`src/rtl/mem_arb_pkg.sv`:
```
// Shared types and defaults for the instruction/data memory arbiter.
//   mem_src_e            : identifies which requester issued a transaction.
//   ARB_DEFAULT_DEPTH    : default response-routing FIFO depth (max outstanding).
//   ARB_DEFAULT_STARVE   : default number of lost cycles before a fetch wins.
package mem_arb_pkg;

    typedef enum logic {
        SRC_INSTR = 1'b0,
        SRC_DATA  = 1'b1
    } mem_src_e;

    localparam int unsigned ARB_DEFAULT_DEPTH  = 2;
    localparam int unsigned ARB_DEFAULT_STARVE = 4;

endpackage

```
`src/rtl/resp_id_fifo.sv`:
```
// In-order FIFO of requester ids, one entry per accepted memory transaction.
//   clk_i, rst_n_i : clock, asynchronous active-low reset (clears to empty)
//   push_i, src_i  : enqueue src_i (ignored when full)
//   pop_i          : dequeue head (ignored when empty)
//   full_o/empty_o : occupancy flags
//   head_o         : id of the oldest outstanding transaction
module resp_id_fifo
    import mem_arb_pkg::*;
#(
    parameter int unsigned DEPTH = ARB_DEFAULT_DEPTH
) (
    input  logic     clk_i,
    input  logic     rst_n_i,
    input  logic     push_i,
    input  mem_src_e src_i,
    input  logic     pop_i,
    output logic     full_o,
    output logic     empty_o,
    output mem_src_e head_o
);

    localparam int unsigned PW = (DEPTH > 1) ? $clog2(DEPTH) : 1;
    localparam int unsigned CW = $clog2(DEPTH + 1);

    mem_src_e        slot_q [DEPTH];
    logic [PW-1:0]   wr_ptr_q, wr_ptr_d;
    logic [PW-1:0]   rd_ptr_q, rd_ptr_d;
    logic [CW-1:0]   count_q, count_d;
    logic            do_push, do_pop;

    // Pointers wrap modulo DEPTH, which need not be a power of two.
    function automatic logic [PW-1:0] ptr_inc(input logic [PW-1:0] p);
        return (p == PW'(DEPTH - 1)) ? '0 : p + PW'(1);
    endfunction

    assign full_o  = (count_q == CW'(DEPTH));
    assign empty_o = (count_q == '0);
    assign head_o  = slot_q[rd_ptr_q];

    always_comb begin
        do_push  = push_i && !full_o;
        do_pop   = pop_i && !empty_o;
        wr_ptr_d = wr_ptr_q;
        rd_ptr_d = rd_ptr_q;
        count_d  = count_q;
        if (do_push) wr_ptr_d = ptr_inc(wr_ptr_q);
        if (do_pop)  rd_ptr_d = ptr_inc(rd_ptr_q);
        case ({do_push, do_pop})
            2'b10:   count_d = count_q + CW'(1);
            2'b01:   count_d = count_q - CW'(1);
            default: count_d = count_q;
        endcase
    end

    always_ff @(posedge clk_i or negedge rst_n_i) begin
        if (!rst_n_i) begin
            wr_ptr_q <= '0;
            rd_ptr_q <= '0;
            count_q  <= '0;
            for (int unsigned i = 0; i < DEPTH; i++) begin
                slot_q[i] <= SRC_INSTR;
            end
        end else begin
            wr_ptr_q <= wr_ptr_d;
            rd_ptr_q <= rd_ptr_d;
            count_q  <= count_d;
            if (do_push) begin
                slot_q[wr_ptr_q] <= src_i;
            end
        end
    end

endmodule

```
`src/rtl/mem_arbiter.sv`:
```
// Arbitrates one single-port memory between instruction fetch and data access.
//   clk_i, rst_n_i           : clock, asynchronous active-low reset
//   instr_*                  : fetch port (req/addr in, gnt/rvalid/rdata out)
//   data_*                   : load/store port (req/addr/we/be/wdata in, gnt/rvalid/rdata out)
//   mem_*                    : shared memory port (req/addr/we/be/wdata out, gnt/rvalid/rdata in)
// Data has priority unless a fetch has lost STARVE_LIMIT consecutive cycles.
// A presented but ungranted request is locked until accepted. Responses are
// routed back in order through a FIFO of requester ids.
module mem_arbiter
    import mem_arb_pkg::*;
#(
    parameter int unsigned MAX_OUTSTANDING = ARB_DEFAULT_DEPTH,
    parameter int unsigned STARVE_LIMIT    = ARB_DEFAULT_STARVE
) (
    input  logic        clk_i,
    input  logic        rst_n_i,
    input  logic        instr_req_i,
    input  logic [31:0] instr_addr_i,
    output logic        instr_gnt_o,
    output logic        instr_rvalid_o,
    output logic [31:0] instr_rdata_o,
    input  logic        data_req_i,
    input  logic [31:0] data_addr_i,
    input  logic        data_we_i,
    input  logic [3:0]  data_be_i,
    input  logic [31:0] data_wdata_i,
    output logic        data_gnt_o,
    output logic        data_rvalid_o,
    output logic [31:0] data_rdata_o,
    output logic        mem_req_o,
    output logic [31:0] mem_addr_o,
    output logic        mem_we_o,
    output logic [3:0]  mem_be_o,
    output logic [31:0] mem_wdata_o,
    input  logic        mem_gnt_i,
    input  logic        mem_rvalid_i,
    input  logic [31:0] mem_rdata_i
);

    localparam int unsigned SW = $clog2(STARVE_LIMIT + 1);

    mem_src_e        win_src;
    mem_src_e        lock_src_q, lock_src_d;
    mem_src_e        head_src;
    logic            lock_q, lock_d;
    logic [SW-1:0]   starve_q, starve_d;
    logic            win_req, mem_hs, instr_hs, rsp_pop;
    logic            fifo_full, fifo_empty;

    always_comb begin
        if (lock_q)                                             win_src = lock_src_q;
        else if (data_req_i && (starve_q < SW'(STARVE_LIMIT)))  win_src = SRC_DATA;
        else if (instr_req_i)                                   win_src = SRC_INSTR;
        else                                                    win_src = SRC_DATA;
    end

    always_comb begin
        win_req     = (win_src == SRC_DATA) ? data_req_i : instr_req_i;
        // No push-through: a full FIFO blocks requests even if it pops this cycle.
        mem_req_o   = rst_n_i && win_req && !fifo_full;
        mem_hs      = mem_req_o && mem_gnt_i;
        instr_hs    = mem_hs && (win_src == SRC_INSTR);
        instr_gnt_o = instr_hs;
        data_gnt_o  = mem_hs && (win_src == SRC_DATA);

        mem_addr_o  = instr_addr_i;
        mem_we_o    = 1'b0;
        mem_be_o    = 4'hF;
        mem_wdata_o = '0;
        if (win_src == SRC_DATA) begin
            mem_addr_o  = data_addr_i;
            mem_we_o    = data_we_i;
            mem_be_o    = data_be_i;
            mem_wdata_o = data_wdata_i;
        end

        rsp_pop        = rst_n_i && mem_rvalid_i && !fifo_empty;
        instr_rvalid_o = rsp_pop && (head_src == SRC_INSTR);
        data_rvalid_o  = rsp_pop && (head_src == SRC_DATA);
        instr_rdata_o  = mem_rdata_i;
        data_rdata_o   = mem_rdata_i;
    end

    always_comb begin
        lock_d     = lock_q;
        lock_src_d = lock_src_q;
        if (mem_hs) begin
            lock_d = 1'b0;
        end else if (mem_req_o) begin
            lock_d     = 1'b1;
            lock_src_d = win_src;
        end

        starve_d = starve_q;
        if (!instr_req_i || instr_hs) begin
            starve_d = '0;
        end else if (starve_q < SW'(STARVE_LIMIT)) begin
            starve_d = starve_q + SW'(1);
        end
    end

    always_ff @(posedge clk_i or negedge rst_n_i) begin
        if (!rst_n_i) begin
            lock_q     <= 1'b0;
            lock_src_q <= SRC_INSTR;
            starve_q   <= '0;
        end else begin
            lock_q     <= lock_d;
            lock_src_q <= lock_src_d;
            starve_q   <= starve_d;
        end
    end

    resp_id_fifo #(
        .DEPTH (MAX_OUTSTANDING)
    ) u_resp_fifo (
        .clk_i   (clk_i),
        .rst_n_i (rst_n_i),
        .push_i  (mem_hs),
        .src_i   (win_src),
        .pop_i   (rsp_pop),
        .full_o  (fifo_full),
        .empty_o (fifo_empty),
        .head_o  (head_src)
    );

    a_rvalid_needs_outstanding: assert property (
        @(posedge clk_i) disable iff (!rst_n_i) !(mem_rvalid_i && fifo_empty)
    );

endmodule

```
`config.mk`:
```
export PLATFORM = sky130hd
export DESIGN_NAME = mem_arbiter
export DESIGN_NICKNAME = d
export VERILOG_FILES = /design/src/rtl/mem_arb_pkg.sv /design/src/rtl/resp_id_fifo.sv /design/src/rtl/mem_arbiter.sv
export SDC_FILE = /design/constraint.sdc
export NUM_CORES = 1
export LEC_CHECK = 0
export BUFFER_PORTS_ARGS = -buffer_cell sky130_fd_sc_hd__buf_2
export CAP_MARGIN = 20
export CORE_AREA = 4 4 105 107
export CTS_BUF_LIST = sky130_fd_sc_hd__clkbuf_4
export CTS_CLUSTER_DIAMETER = 200
export CTS_CLUSTER_SIZE = 30
export DETAILED_ROUTE_END_ITERATION = 16
export DIE_AREA = 0 0 109 111
export GPL_TIMING_DRIVEN = 0
export PLACE_DENSITY = 0.62
export SYNTH_ARGS = -nofsm -noshare
export SYNTH_HDL_FRONTEND = slang
export SYNTH_SLANG_ARGS = --single-unit
```
`constraint.sdc`:
```
create_clock -name clk_i -period 4.4 [get_ports clk_i]
set_input_delay 0.66 -clock clk_i [delete_from_list [all_inputs] [get_ports clk_i]]
set_output_delay 0.66 -clock clk_i [all_outputs]
set_load 0.005 [all_outputs]
```
==> results of run 1 <==
layout by cell type (no fill, tap or decap), types with 2 or more instances in the layout:
| cell type | count |
|---|---|
| a31oi_1 | 3 |
| nand2b_1 | 6 |
| and2_1 | 33 |
| buf_2 | 246 |
| buf_4 | 66 |
| inv_1 | 3 |
| mux2i_1 | 2 |
| xnor2_1 | 4 |
| dfrtp_1 | 11 |
| ha_1 | 2 |
| mux2_1 | 20 |
| nor2_1 | 9 |
| mux2_2 | 13 |
| nor2b_1 | 2 |
| xor2_1 | 2 |
| clkbuf_4 | 4 |
| clkbuf_2 | 2 |
| buf_6 | 2 |
state kept, by name, summed over array words and instances, names as in the netlist:
name	count
u_resp_fifo.count_q	2
u_resp_fifo.wr_ptr_q	1
u_resp_fifo.rd_ptr_q	1
starve_q	3
lock_src_q	1
lock_q	1
u_resp_fifo.slot_q	2
cell type report:
cell class / count / area share (%)
buffer: 72 / 17.28
clock buffer: 4 / 0.9642
inverter: 3 / 0.3616
multi-input combinational: 108 / 27.88
sequential: 11 / 8.839
tap: 136 / 5.464
timing repair buffer: 244 / 39.21
cells by family (layout without fill, tap and decap cells):
group / count (synthesis) / in the layout / share of synthesized area, %
buf+inv: 75 / 323 / 32.45
simple gates: 57 / 57 / 20.10
mux: 35 / 35 / 23.13
flops: 11 / 11 / 16.26
compound gates: 8 / 8 / 3.475
xor+xnor: 6 / 6 / 3.104
fa+ha+maj: 2 / 2 / 1.478
final timing paths:
kind                                                  start                                 end  cells after the start
min                                                 rst_n_i  u_resp_fifo.count_q[1]$_DFFE_PN0P_                      1
max reg2reg                              lock_q$_DFFE_PN0P_  u_resp_fifo.count_q[1]$_DFFE_PN0P_                      6
min reg2reg                u_resp_fifo.rd_ptr_q$_DFFE_PN0P_    u_resp_fifo.rd_ptr_q$_DFFE_PN0P_                      1
min in group clk_i         u_resp_fifo.rd_ptr_q$_DFFE_PN0P_    u_resp_fifo.rd_ptr_q$_DFFE_PN0P_                      1
max in group asynchronous                           rst_n_i    u_resp_fifo.wr_ptr_q$_DFFE_PN0P_                      1
max                                 starve_q[2]$_DFFE_PN0P_                       mem_addr_o[5]                      6
worst register-to-register path, cell delays in order (launching register included):
cell and delay [ns]:
dfrtp_1 0.41, nor2b_1 0.15, a211oi_1 0.41, nand2b_2 0.30, ha_1 0.28, nor2_1 0.13
xor2_1 0.15
stage by stage:
step / area (µm²) / util, % / cells / setup slack, ns
floorplan: 1693 / - / 194 / 2.202
global placement: 3084 / 30.42 / 574 / 1.647
detailed placement: 3084 / 30.42 / 574 / 1.662
CTS: 3114 / 30.72 / 578 / 1.619
global route: 3114 / 30.72 / 578 / 1.549
finish: 3114 / 30.72 / 578 / 1.712
power breakdown:
| group | internal [mW] | switching [mW] |
|---|---|---|
| combinational | 0.514 | 0.412 |
| sequential | 0.148 | 0.0413 |
| clock | 0.0412 | 0.0325 |
| total | 0.703 | 0.486 |
per-layer routing:
metal / vias to the layer above / global-route usage [%]
li1: 1071 / -
met1: 925 / 11.08
met2: 113 / 21.01
met3: 0 / 1.805
met4: 0 / 0.7576
met5: - / 0
==> summary.md, run 1 <==
| Metric | Value |
|---|---|
| Outcome | finished clean |
| Crit-path max cell delay | 0.43 ns |
| Worst-path cell chain | nand2b_1, a31oi_1, buf_4, buf_6, mux2_1, buf_2 |
| Routability Congestion | 0.8149 |
| Largest cells by area after synthesis | buf_4 (29%), dfrtp_1 (16%), mux2_1 (13%), and2_1 (12%), mux2_2 (8.6%) |
| CTS root buffer | clkbuf_4 |
| Fin crit period | 2.688 ns |
| CP Launch Type | register |
| FFs w/ async S/R, synth | 100.0% |
| Die height | 111 µm |
| Area occupied by multi-input gates | 868.3 µm² |
| Residual DRC | 0 |
| Syn-to-layout area delta | 83.96% |
| Post-CTS Setup Repair Bufs | 0 |
| GRT Residual Overflow | 0 |
| Hold Buf Count CTS | 0 |
| Synth Area per Inst | 8.726 µm² |
| Relative slew slack | 70.30% |
| Met2 WL | 3.953 mm |
| Gate count of the mapped netlist | 194 |
| Worst Skew | 0.0006135 ns |
| All-Layer GR Usage | 10.31% |
| Top Layer Used | met3 |
| Fillers | 1086 |
| Crit Path Class | reg -> out |
| Number of diodes | 0 |
| NumNets Final | 584 |
| Sequential Area | 275.3 µm² |
| Global-route wire length before repair | 10.37 mm |
| Post-route ant nets | 0 |
| Synth Register Bits | 11 |
| Most frequent cell after synthesis | buf_4 |
| Setup violators final | 0 |
| Fmax | 0.3720 GHz |
| Post-Route WL | 7.185 mm |
| Hold Crit Class | in -> async |
| Unique masters post-synth | 29 |
| Die area | 0.01210 mm² |
| CP Max Fanout | 10 |
| Fin. max-slew vios | 0 |
| Top cell type's share of synthesized area | 29.27% |
| Mapped Nets | 335 |
| Core area | 0.01014 mm² |
| Clock Tree Buf Depth | 2 |
| EDFF count, synth | 0 |
| Clock Pin Slew Worst Setup and Hold Paths | 0.07 ns |
| Post-synth top cells | buf_4 (66), and2_1 (33), mux2_1 (20) |
| Post-DP HPWL | 6.519 mm |
| YS warnings | 0 |
| Top_reg_cell synth | dfrtp_1 |
| Layout cell share with drive strength beyond 1 | 75.57% |
| WL met3 | 774 µm |
| RSZ-0062 raised after global routing | no |
| Arr. time, crit path | 2.03 ns |
| Die Width | 109 µm |
| Cell taking the most area after synthesis | buf_4 |
| P_leak | 1.824 nW |
| I/O pin count | 277 |
| TritonCTS clock tree | yes |
| VDD IR max | 238.7 µV |
| 1st-pass router iterations | 3 |
| H-tree depth | 1 |
| Max Cap Violations | 0 |
| Worst setup EP type | primary output |
| Clock sink count | 11 |
| Crit share post-route | 61.09% |
| Crit-path leading delay family | buffers and inverters |
| Mapped Area | 0.001693 mm² |
| Iter 0 DRT Violations | 37 |
| Worst slew pin tran | 0.4428 ns |
| Final TNS setup | 0 ns |
| TritonCTS Buffers | 3 |
| Worst Path Required | 3.74 ns |
| CP bufs+invs | 3 |
| Via count | 2109 |
| Hold Slack | 0.2755 ns |
| Site row count | 37 |
| R2R Setup Slk | 2.50 ns |
| Cts repair resizes | 0 |
| Slowest cell on crit path | dfrtp_1 |
| Largest net degree at the start of global routing | 16 |
| Routed WL per cell | 12.43 µm |
| Initial antenna violation count | 0 |
| Final Power | 1.190 mW |
| Initial cell density of the core | 16.70% |
| Final hold viol count | 0 |
| P per Cell Area | 382.0 mW/mm² |
| Worst-Skew Late Latency | 0.26 ns |
| Sequential area share after synthesis | 16.26% |
| Met1 Wirelength | 2.458 mm |
| Vias per cell | 3.649 |
| Vias in the first global route | 2139 |
| # port buffers | 244 |
(Power assumes the default switching activity.)
==> run 2: changes to the inputs <==
Settings changed: PLACE_DENSITY 0.62 to 0.64.
Clock period 4.4 ns to 2.3 ns, I/O delays scaled along.
==> run 2 against run 1 <==
Against the previous run:
- global-route usage fell by 0.33 points
- wire length fell by 1.3%
- core utilization rose by 0.59 points
- worst setup slack got worse by 1.6 ns
- non-clock buffer count rose by 4
==> summary.md, run 2 (synthesis gave the netlist of run 1 again) <==
| Metric | Value |
|---|---|
| Outcome | finished clean |
| Post-Route WL | 7.095 mm |
| Fin. max-slew vios | 0 |
| CP Max Fanout | 10 |
| Relative slew slack | 76.16% |
| Clock sink count | 11 |
| Residual DRC | 0 |
| Fin cells | 582 |
| Worst-Skew Late Latency | 0.27 ns |
| Worst-path cell chain | nand2b_1, a31oi_4, buf_6, buf_6, mux2_1, buf_2 |
| Iter 0 DRT Violations | 51 |
| Post-route ant nets | 0 |
| Crit share post-route | 94.14% |
| Commonest non-fill, non-tap cell in the layout | buf_2 |
| VDD IR max | 347.5 µV |
| GRT Residual Overflow | 0 |
| Largest register FFs | 3 |
| All-Layer GR Usage | 9.985% |
| Clock Tree Buf Depth | 2 |
| TritonCTS Buffers | 3 |
| Worst Path Required | 1.96 ns |
| Largest registers | starve_q x3, u_resp_fifo.count_q x2, u_resp_fifo.slot_q x2 |
| Area after DPL | 0.003084 mm² |
| Design area | 0.003174 mm² |
| Initial antenna violation count | 0 |
| Final TNS setup | 0 ns |
| Hold Crit Class | in -> reg |
| Final hold viol count | 0 |
| Core area | 0.01014 mm² |
| Largest net degree at the start of global routing | 16 |
| Die Width | 109 µm |
| Site row count | 37 |
| CP Launch Type | register |
| Top cell by count, worst path | buf_6 |
| Crit-path max cell delay | 0.40 ns |
| Post-DP HPWL | 6.403 mm |
| Placed cells | 574 |
| Die area | 0.01210 mm² |
| Final setup margin | 0.1347 ns |
| Fin util | 31.31% |
| Vias in the first global route | 2097 |
| Max Cap Violations | 0 |
| CTS root buffer | clkbuf_4 |
| Initial cell density of the core | 16.70% |
| P per Cell Area | 732.9 mW/mm² |
| Fmax | 0.4618 GHz |
| Setup violators final | 0 |
| I/O pin count | 277 |
| NumNets Final | 588 |
| Syn-to-layout area delta | 87.51% |
| Layout cell share with drive strength beyond 1 | 76.01% |
| Crit Path Class | reg -> out |
| Most frequent cells in the layout | buf_2 (245), buf_4 (67), and2_1 (33) |
| Arr. time, crit path | 1.82 ns |
| Routability Congestion | 0.7763 |
| Worst slew pin tran | 0.3545 ns |
| Clock Pin Slew Worst Setup and Hold Paths | 0.08 ns |
| Worst setup EP type | primary output |
| Via count | 2169 |
| Routed WL per cell | 12.19 µm |
| P_leak | 1.849 nW |
| # port buffers | 244 |
| H-tree depth | 1 |
| Global-route wire length before repair | 9.887 mm |
| Die height | 111 µm |
| TritonCTS clock tree | yes |
| Worst Skew | 0.004954 ns |
| Slowest cell on crit path | dfrtp_1 |
| RSZ-0062 raised after global routing | no |
| Setup WS pre-CTS | 0.1304 ns |
| Most flops, register | starve_q |
| Vias per cell | 3.727 |
| 1st-pass router iterations | 4 |
| Number of diodes | 0 |
| Fin crit period | 2.165 ns |
[run 2: cell types whose count changed in the layout (fill, tap and decap cells not counted)]
cell,delta
dlygate4sd3_1,+1
a31oi_4,+1
buf_2,-1
a31oi_1,-1
a211oi_1,-1
a211oi_2,+1
clkinv_2,+1
buf_6,+2
buf_4,+1
[run 2: repair_timing]
action,4_1_cts,5_1_grt
setup buffers,2,1
pin swaps,1,0
hold buffers,1,0
endpoints found under the setup margin,25,41
resized for setup,1,5
hold endpoints to repair,11,0
[run 2: cell type report]
cell class,count,area (µm²)
inverter,3,11.26
sequential,11,275.3
multi-input combinational,108,888.4
timing repair buffer,248,1256
clock buffer,3,22.52
tap,136,170.2
buffer,72,545.5
clock inverter,1,5.005
fill,1078,6964
[run 2: through the flow]
step	total power, mW	hold slack [ns]
5_1_grt	2.568	0.4051
4_1_cts	2.343	0.3804
3_3_place_gp	2.131	0.2452
3_5_place_dp	2.153	0.2569
6_report	2.326	0.3995
2_1_floorplan	1.387	0.04941
[run 2: power by group]
group          internal (mW)  switching [mW]  leakage, nW  total, mW
Clock                 0.0644          0.0688       0.0177      0.133
Sequential             0.283          0.0778        0.132      0.361
Combinational           1.04           0.793         1.70       1.83
Total                   1.39           0.940         1.85       2.33
[run 2: routing by layer]
metal | vias to the layer above | track usage, % | part of all wire (%)
met5 | - | 0 | 0
met4 | 0 | 2.778 | 1.8
met3 | 13 | 1.573 | 11
met2 | 141 | 19.70 | 52
met1 | 940 | 10.52 | 35
li1 | 1075 | - | -
[run 2: path summary, 6_finish.rpt]
path                       cells after the start  slack, ns                            endpoint                        startpoint
max                                            6       0.13                      mem_addr_o[22]           starve_q[2]$_DFFE_PN0P_
min                                            3       0.40             starve_q[2]$_DFFE_PN0P_                       instr_req_i
max reg2reg                                    6       0.51  u_resp_fifo.count_q[1]$_DFFE_PN0P_            lock_src_q$_DFFE_PN0P_
min reg2reg                                    1       0.51    u_resp_fifo.rd_ptr_q$_DFFE_PN0P_  u_resp_fifo.rd_ptr_q$_DFFE_PN0P_
max in group asynchronous                      2       1.65              lock_src_q$_DFFE_PN0P_                           rst_n_i
min in group asynchronous                      2       0.47    u_resp_fifo.rd_ptr_q$_DFFE_PN0P_                           rst_n_i
[run 2: worst max-delay path: cells and delay by family (launching register included)]
family	cells	cell delay (ns)
buffers and inverters	3	0.44
DFF	1	0.40
muxes	1	0.35
and+or+nand+nor	1	0.19
AOI/OAI and AO/OA	1	0.17
==> run 3: changes to the inputs <==
Settings changed: CTS_BUF_LIST sky130_fd_sc_hd__clkbuf_4 to unset.
==> run 3 against run 2 <==
Against the previous run:
- the flow now finishes with violations (hold timing)
- maximum frequency decreased by 0.52%
- count of clock-buffer cells in the layout unchanged
- cell area fell by 0.20%
- critical path type unchanged
==> summary.md, run 3 (synthesis gave the netlist of run 1 again) <==
| Metric | Value |
|---|---|
| Outcome | finished, violations left |
| Failing checks | hold timing |
| Most flops, register | starve_q |
| Post-route ant nets | 0 |
| Post-DP HPWL | 6.403 mm |
| Worst slew pin tran | 0.4810 ns |
| Die area | 0.01210 mm² |
| P_leak | 1.845 nW |
| Worst setup EP type | primary output |
| Worst-path cell chain | nand2b_1, a31oi_4, buf_6, buf_6, mux2_1, buf_2 |
| Crit-path max cell delay | 0.42 ns |
| Die height | 111 µm |
| Crit Path Class | reg -> out |
| Slowest cell on crit path | dfrtp_1 |
| Largest register FFs | 3 |
| VDD IR max | 352.4 µV |
| Routability Congestion | 0.7763 |
| Final Power | 2.374 mW |
| Initial cell density of the core | 16.70% |
| Fin. max-slew vios | 0 |
| RSZ-0062 raised after global routing | no |
| Arr. time, crit path | 1.83 ns |
| CTS root buffer | clkbuf_8 |
| Clock Pin Slew Worst Setup and Hold Paths | 0.05 ns |
| R2R Setup Slk | 0.38 ns |
| Largest registers | starve_q x3, u_resp_fifo.count_q x2, u_resp_fifo.slot_q x2 |
| 1st-pass router iterations | 4 |
| Crit-path leading delay family | buffers and inverters |
| Area after DPL | 0.003084 mm² |
| Initial antenna violation count | 0 |
| Setup violators final | 0 |
| Max Cap Violations | 0 |
| Fillers | 1073 |
| Relative slew slack | 67.74% |
| CP Launch Type | register |
| TritonCTS Buffers | 3 |
| Syn-to-layout area delta | 87.14% |
| Final TNS setup | 0 ns |
| Clock sink count | 11 |
| NumNets Final | 586 |
| Design area | 0.003168 mm² |
| Commonest non-fill, non-tap cell in the layout | buf_2 |
| Worst Path Required | 1.96 ns |
| Site row count | 37 |
| Fin crit period | 2.177 ns |
| Crit path from | starve_q[2]$_DFFE_PN0P_ |
| Via count | 2145 |
| Global-route wire length before repair | 9.853 mm |
| P per Cell Area | 749.4 mW/mm² |
| # port buffers | 244 |
| All-Layer GR Usage | 9.937% |
| Most frequent cells in the layout | buf_2 (246), buf_4 (66), and2_1 (33) |
| Reg2reg path depth | 6 |
| Residual DRC | 0 |
| GRT Residual Overflow | 0 |
| Hold Buf Count CTS | 0 |
| Hold Crit Class | in -> async |
| Final hold viol count | 7 |
| Layout cell share with drive strength beyond 1 | 75.90% |
| H-tree depth | 1 |
| Number of diodes | 0 |
| Vias per cell | 3.698 |
| Vias in the first global route | 2108 |
| Crit share post-route | 94.63% |
| Die Width | 109 µm |
| I/O pin count | 277 |
| Worst-Skew Late Latency | 0.24 ns |
| CP Max Fanout | 10 |
| Reg-to-reg endpoint | u_resp_fifo.count_q[1]$_DFFE_PN0P_ |
| TritonCTS clock tree | yes |
| Fin util | 31.25% |
| Top cell by count, worst path | buf_6 |
| CP bufs+invs | 3 |
| Core area | 0.01014 mm² |
| R2R Path Start | lock_q$_DFFE_PN0P_ |
| Clock Tree Buf Depth | 2 |
| Iter 0 DRT Violations | 37 |
| Post-Route WL | 7.068 mm |
| Largest net degree at the start of global routing | 16 |
| Routed WL per cell | 12.19 µm |
| Worst Skew | 0.004487 ns |
| Hold Slack | -0.005819 ns |
| Fmax | 0.4594 GHz |
[run 3: cell types whose count changed in the layout (fill, tap and decap cells not counted), sizes merged]
cell	before	now
clkbuf	6	5
dlygate4sd3	1	0
[run 3: cell type report]
cell class / instances / area (µm²) / share of cell area, %
multi-input cells: 108 / 883.3 / 27.88
well taps: 136 / 170.2 / 5.371
repair buffers: 246 / 1236 / 39.02
clock buffers: 3 / 41.29 / 1.303
inverters: 3 / 11.26 / 0.3555
clock inverters: 1 / 5.005 / 0.1580
plain buffers: 72 / 545.5 / 17.22
flip-flops and latches: 11 / 275.3 / 8.689
[run 3: worst max-delay path by stage]
stage                     endpoint  slack, ns  depth (start not counted)
detailed placement  mem_addr_o[22]       0.13                          6
finish               mem_addr_o[5]       0.12                          6
global route        mem_addr_o[22]       0.01                          6
global placement    mem_addr_o[22]       0.13                          6
floorplan           mem_addr_o[10]       0.58                          5
CTS                 mem_addr_o[22]       0.02                          6
[run 3: through the flow]
stage	setup slack, ns	hold WS (ns)	instances
2_1_floorplan	0.5780	0.04941	194
3_3_place_gp	0.1313	0.2452	574
3_5_place_dp	0.1304	0.2569	574
4_1_cts	0.01554	0.0001457	580
5_1_grt	0.01461	0.01771	580
6_report	0.1235	-0.005819	580
[run 3: report_power, final]
group	internal (mW)	switching, mW
sequential	0.284	0.0799
combinational	1.03	0.789
clock	0.119	0.0712
total	1.43	0.940
[run 3: layer usage]
metal / wire length [µm] / GRT usage [%]
met2: 3676 / 19.70
met5: 0 / 0
met4: 108 / 2.778
met3: 776 / 1.398
met1: 2507 / 10.49
[run 3: timing repair]
item,CTS,global route
pin swaps,0,1
resized for setup,1,3
setup buffers,2,0
endpoints found under the setup margin,20,43
